===== src/rtl/ula_control_mc.sv =====
// Registered ALU-control unit: decodes alu_cmd + funct3/funct7 into an ALU op code and
// sequences single-cycle and multi-cycle (mul/div) ops over valid/ready handshakes.
module ula_control_mc #(
  parameter int unsigned OP_W       = 4,
  parameter bit          ENABLE_M   = 1'b1,
  parameter int unsigned MUL_CYCLES = 4,
  parameter int unsigned DIV_CYCLES = 32
) (
  input  logic            clk,
  input  logic            rst_n,
  input  logic            valid_in,
  output logic            ready_out,
  input  logic [3:0]      alu_cmd,
  input  logic [31:0]     instruction,
  output logic [OP_W-1:0] alu_op,
  output logic            op_valid,
  input  logic            op_ready,
  output logic            md_busy,
  output logic            illegal
);

  localparam int unsigned MaxCycles = (MUL_CYCLES > DIV_CYCLES) ? MUL_CYCLES : DIV_CYCLES;
  localparam int unsigned CntW      = $clog2(MaxCycles + 1);

  localparam logic [3:0] OpAdd  = 4'd0;
  localparam logic [3:0] OpSub  = 4'd1;
  localparam logic [3:0] OpAnd  = 4'd2;
  localparam logic [3:0] OpOr   = 4'd3;
  localparam logic [3:0] OpXor  = 4'd4;
  localparam logic [3:0] OpSll  = 4'd5;
  localparam logic [3:0] OpSrl  = 4'd6;
  localparam logic [3:0] OpSra  = 4'd7;
  localparam logic [3:0] OpSlt  = 4'd8;
  localparam logic [3:0] OpSltu = 4'd9;
  localparam logic [3:0] OpMul  = 4'd10;
  localparam logic [3:0] OpMulh = 4'd11;
  localparam logic [3:0] OpDiv  = 4'd12;
  localparam logic [3:0] OpRem  = 4'd13;
  localparam logic [3:0] OpIll  = 4'd15;

  typedef enum logic [1:0] {StIdle, StMulti, StHold} state_e;

  state_e            state_q, state_d;
  logic [CntW-1:0]   cnt_q, cnt_d;
  logic [OP_W-1:0]   alu_op_q, alu_op_d;
  logic              op_valid_q, op_valid_d;
  logic              md_busy_q, md_busy_d;
  logic              illegal_q, illegal_d;

  logic [6:0] funct7;
  logic [2:0] funct3;
  logic [3:0] dec_op;
  logic       dec_md, dec_div, dec_ill;
  logic       accept;
  logic       unused_instr;

  assign funct7       = instruction[31:25];
  assign funct3       = instruction[14:12];
  assign unused_instr = ^{instruction[24:15], instruction[11:0]};

  function automatic logic [3:0] base_op(input logic [2:0] f3);
    unique case (f3)
      3'b000:  base_op = OpAdd;
      3'b001:  base_op = OpSll;
      3'b010:  base_op = OpSlt;
      3'b011:  base_op = OpSltu;
      3'b100:  base_op = OpXor;
      3'b101:  base_op = OpSrl;
      3'b110:  base_op = OpOr;
      default: base_op = OpAnd;
    endcase
  endfunction

  always_comb begin
    dec_op  = OpAdd;
    dec_md  = 1'b0;
    dec_div = 1'b0;
    dec_ill = 1'b0;
    unique case (alu_cmd)
      4'b0000: begin
        if (funct7 == 7'b0000000) begin
          dec_op = base_op(funct3);
        end else if (funct7 == 7'b0100000) begin
          if (funct3 == 3'b000)      dec_op = OpSub;
          else if (funct3 == 3'b101) dec_op = OpSra;
          else                       dec_ill = 1'b1;
        end else if (funct7 == 7'b0000001 && ENABLE_M) begin
          dec_md = 1'b1;
          unique case (funct3)
            3'b000:                 dec_op = OpMul;
            3'b001, 3'b010, 3'b011: dec_op = OpMulh;
            3'b100, 3'b101: begin
              dec_op  = OpDiv;
              dec_div = 1'b1;
            end
            default: begin
              dec_op  = OpRem;
              dec_div = 1'b1;
            end
          endcase
        end else begin
          dec_ill = 1'b1;
        end
      end
      4'b0001: dec_op = OpAdd;
      4'b0010: dec_op = OpSub;
      4'b0011: dec_op = OpAnd;
      // I-type never yields sub; bit 30 only selects arithmetic right shift
      4'b0100: dec_op = (funct3 == 3'b101 && instruction[30]) ? OpSra : base_op(funct3);
      default: dec_op = OpAdd;
    endcase
    if (dec_ill) dec_op = OpIll;
  end

  assign ready_out = (state_q == StIdle) || ((state_q == StHold) && op_ready);
  assign accept    = valid_in && ready_out;

  always_comb begin
    state_d    = state_q;
    cnt_d      = cnt_q;
    alu_op_d   = alu_op_q;
    op_valid_d = op_valid_q;
    md_busy_d  = md_busy_q;
    illegal_d  = illegal_q;
    unique case (state_q)
      StIdle, StHold: begin
        if (state_q == StHold && op_ready) begin
          state_d    = StIdle;
          op_valid_d = 1'b0;
        end
        if (accept) begin
          alu_op_d  = OP_W'(dec_op);
          illegal_d = dec_ill;
          if (dec_md) begin
            state_d    = StMulti;
            cnt_d      = dec_div ? CntW'(DIV_CYCLES - 1) : CntW'(MUL_CYCLES - 1);
            md_busy_d  = 1'b1;
            op_valid_d = 1'b0;
          end else begin
            state_d    = StHold;
            op_valid_d = 1'b1;
          end
        end
      end
      StMulti: begin
        if (cnt_q == '0) begin
          state_d    = StHold;
          md_busy_d  = 1'b0;
          op_valid_d = 1'b1;
        end else begin
          cnt_d = cnt_q - 1'b1;
        end
      end
      default: state_d = StIdle;
    endcase
  end

  always_ff @(posedge clk or negedge rst_n) begin
    if (!rst_n) begin
      state_q    <= StIdle;
      cnt_q      <= '0;
      alu_op_q   <= '0;
      op_valid_q <= 1'b0;
      md_busy_q  <= 1'b0;
      illegal_q  <= 1'b0;
    end else begin
      state_q    <= state_d;
      cnt_q      <= cnt_d;
      alu_op_q   <= alu_op_d;
      op_valid_q <= op_valid_d;
      md_busy_q  <= md_busy_d;
      illegal_q  <= illegal_d;
    end
  end

  assign alu_op   = alu_op_q;
  assign op_valid = op_valid_q;
  assign md_busy  = md_busy_q;
  assign illegal  = illegal_q;

endmodule


===== config.mk =====
export PLATFORM = sky130hd
export DESIGN_NAME = ula_control_mc
export DESIGN_NICKNAME = d
export VERILOG_FILES = /design/src/rtl/ula_control_mc.sv
export SDC_FILE = /design/constraint.sdc
export NUM_CORES = 1
export LEC_CHECK = 0
export ABC_AREA = 1
export CAP_MARGIN = 0
export CORE_ASPECT_RATIO = 1.4
export CORE_UTILIZATION = 42
export CTS_CLUSTER_DIAMETER = 60
export DETAILED_ROUTE_END_ITERATION = 10
export MAX_ROUTING_LAYER = met4
export PLACE_DENSITY = 0.79
export SKIP_LAST_GASP = 1
export SYNTH_ARGS = -nofsm -noshare
export SYNTH_HDL_FRONTEND = slang
export SYNTH_SLANG_ARGS = --single-unit

===== constraint.sdc =====
create_clock -name clk -period 1.61 [get_ports clk]
set_clock_uncertainty 0.1 [all_clocks]
set_input_delay 0.322 -clock clk [delete_from_list [all_inputs] [get_ports clk]]
set_output_delay 0.322 -clock clk [all_outputs]
set_load 0.02 [all_outputs]

==> results.cfg <==
[global_route]
met2_usage_pct = 38.9
groute.usage.overall_pct = 21.9
grt_first_pass_wirelength_um = 4690
top_usage_layer = met2
met1_usage_pct = 22.5
grt_pass1_vias = 1225
groute.layer.met3.usage_pct = 2.87
antenna_found_initial = 0
grt_overflow_total = 0
grt_max_degree = 16

[final_layout]
drive_gt1_share_pct = 27.9
diodes = 0
utilization_pct = 66.5
finish.net_count = 262
area.growth.synth_to_final_pct = 45.1
nFillCells = 232
stdcell_area_mm2 = 0.00164

[cts]
numCtsBuffers = 3
clock-sinks = 15
cts.path.max_buffers = 2
cts_max_level = 1
clk_latency_ns = 0.28
path_clk_slew_ns = 0.09
cts-root-buf = clkbuf_4
cts_tree = built

[logic_synthesis]
ys_ff_latch = 15
ys.flop_type = dfrtp_1
synth_top_cell_area_share_pct = 33.2
synth_common_cells = nand2_1, inv_1, nor2_1, dfrtp_1, o21ai_0
synthTopCellsByArea = dfrtp_1, nand2_1, inv_1
syn_area_mm2 = 0.00113
syn_nets = 210
ys_types = 23
synth_warnings = 0
yosysTopAreaCell = dfrtp_1
yosysMostFrequentCell = nand2_1
syn_inst = 168
syn_avg_cell_area_um2 = 6.73
synth_edf_count = 0
synth_seq_area_share_pct = 33.2
async_flop_share_pct = 100

[power_and_ir_drop]
power_frac_seq_pct = 46.4
p_comb_share_pct = 29.8
p_int_w = 0.000621
sw_frac_of_total_pct = 30.4
power_density_mw_per_mm2 = 543
ir_worst_vdd_mv = 0.360
power.share.clock_pct = 23.7
p_leak_nw = 0.866
switchingPower_w = 0.000271

[drt]
vias = 1244
routedWlPerCell_um = 10.7
routed_wl_um = 2700
drc_errors = 0
route.antenna.remaining_nets = 0
avgViaCountPerCell = 4.92
drtIter0Drc = 38
dr.pass1.iters = 4

[critical_path]
cp.required_ns = 1.68
crit_type = primary input to register
crit_top_cell = nand2_2
setup.worst_path.start_class = primary input
critical-path-max-stage-delay_ns = 0.39
crit_slowest_cell = clkdlybuf4s50_1
cp.arrival_ns = 1.62
rrSetupSlack_ns = 0.13
ff2ff_path_depth = 9
cp_max_fo = 4
rr_endpoint = op_valid$_DFFE_PN0P_
crit_chain = clkdlybuf4s50_1, inv_1, nand2_2, nor2_2, buf_4, nand4_1, nand2_2, nor2_4, a21oi_1, nand2_1
rr_startpoint = state_q[1]$_DFFE_PN0P_
cp-end-kind = register

[run_status]
status = finished, final reports clean

[timing]
slew_headroom_pct = 83.2
setup_viol = 0
period_minus_slack_ns = 1.55
tightest_slew_ns = 0.252
finalCritPeriodShare_pct = 96.3
max_freq_mhz = 645
finalHoldViolations = 0
rsz0062_at_grt = true
maxSlewViolCount = 0

[placed_design]
place_hpwl_um = 2190
port_buffers = 25
dpl-instance-area_mm2 = 0.00157
place.gp.congestion = 0.928

[die]
rows = 21
num_io_pins = 48
coreArea_mm2 = 0.00247
fp.dieArea_mm2 = 0.00291
start_util_pct = 45.8
die_x_um = 45.9
die_h_um = 63.4

[worst_hold_path]
hold_class = primary input to asynchronous set/reset pin

[run]
cap_viol_max_count = 0
-- worst max-delay path, delay by kind of cell --
family,cells,cell delay (ns)
AO/OA/AOI/OAI,1,0.12
buffers and inverters,3,0.58
AND/OR/NAND/NOR,6,0.59
-- cell type report --
cell class                 instances  area [um2]  share of cell area [%]
multi-input combinational        123         671                    40.9
timing repair buffer              49         422                    25.7
sequential                        15         375                    22.9
inverter                          28         105                    6.40
tap                               34        42.5                    2.59
clock buffer                       4        26.3                    1.60
-- metrics by stage --
stage	total power, W	setup WS (ns)	instances	TNS (ns)	hold WS (ns)
2_1_floorplan	0.000540	0.138	168	0	-0.0736
3_3_place_gp	0.000677	-0.336	248	-3.19	0.367
3_5_place_dp	0.000691	-0.379	248	-3.86	0.378
4_1_cts	0.000891	-0.0432	252	-0.0432	0.250
5_1_grt	0.000950	-0.0309	253	-0.141	0.279
6_report	0.000892	0.0589	253	0	0.251
-- registers in the layout, summed over array words and instances (netlist names) --
register,flops
alu_op,4
md_busy,1
cnt_q,6
op_valid,1
state_q,2
illegal,1
-- cell usage in the layout (no fill, tap or decap), drive strengths merged, types with 2 or more instances in the layout --
master / instances
a21oi: 12
buf: 25
clkbuf: 4
clkdlybuf4s50: 15
dfrtp: 15
dlygate4sd2: 7
dlymetal6s2s: 2
ha: 2
inv: 28
nand2: 46
nand3: 12
nand4: 2
nor2: 26
o21ai: 18
-- routing by layer --
layer / share of wire [%] / routed length [um]
met2: 57 / 1530
met4: 1.9 / 51
met3: 3.0 / 80
met5: 0 / 0
met1: 38 / 1040
-- worst max path at each step --
| stage | startpoint | to | slack (ns) | cells after the start |
|---|---|---|---|---|
| after global placement | op_ready | ready_out | -0.34 | 4 |
| after floorplan | state_q[1]$_DFFE_PN0P_ | cnt_q[0]$_DFFE_PN0P_ | 0.14 | 9 |
| final | instruction[27] | alu_op[3]$_DFFE_PN0P_ | 0.06 | 10 |
| after detailed placement | op_ready | ready_out | -0.38 | 4 |
| after global routing | instruction[28] | alu_op[0]$_DFFE_PN0P_ | -0.03 | 10 |
| after CTS | op_ready | ready_out | -0.04 | 4 |
-- timing repair --
item                                    CTS  global route
endpoints found under the setup margin    8            13
pin swaps                                 0             6
hold buffers                              0             0
gates resized for setup                  10            20
gates cloned                              0             0
buffers inserted                          0             1
-- cells by family (layout without fill, tap and decap cells) --
group           Yosys count  count (layout)  synth area share, %
simple gates             86              86                 35.4
compound gates           33              33                 16.2
buf+inv                  30              81                 11.5
flops                    15              15                 33.2
fa+ha+maj                 2               2                 2.21
xor+xnor                  2               2                 1.55
-- power groups by stage --
stage / registers (W) / logic (W) / clock network [W]
after floorplan: 0.000438 / 0.000103 / 0
after global placement: 0.000420 / 0.000258 / 0
after detailed placement: 0.000422 / 0.000269 / 0
after CTS: 0.000414 / 0.000259 / 0.000218
after global routing: 0.000417 / 0.000295 / 0.000237
final: 0.000414 / 0.000266 / 0.000212
(Power assumes the default switching activity.)
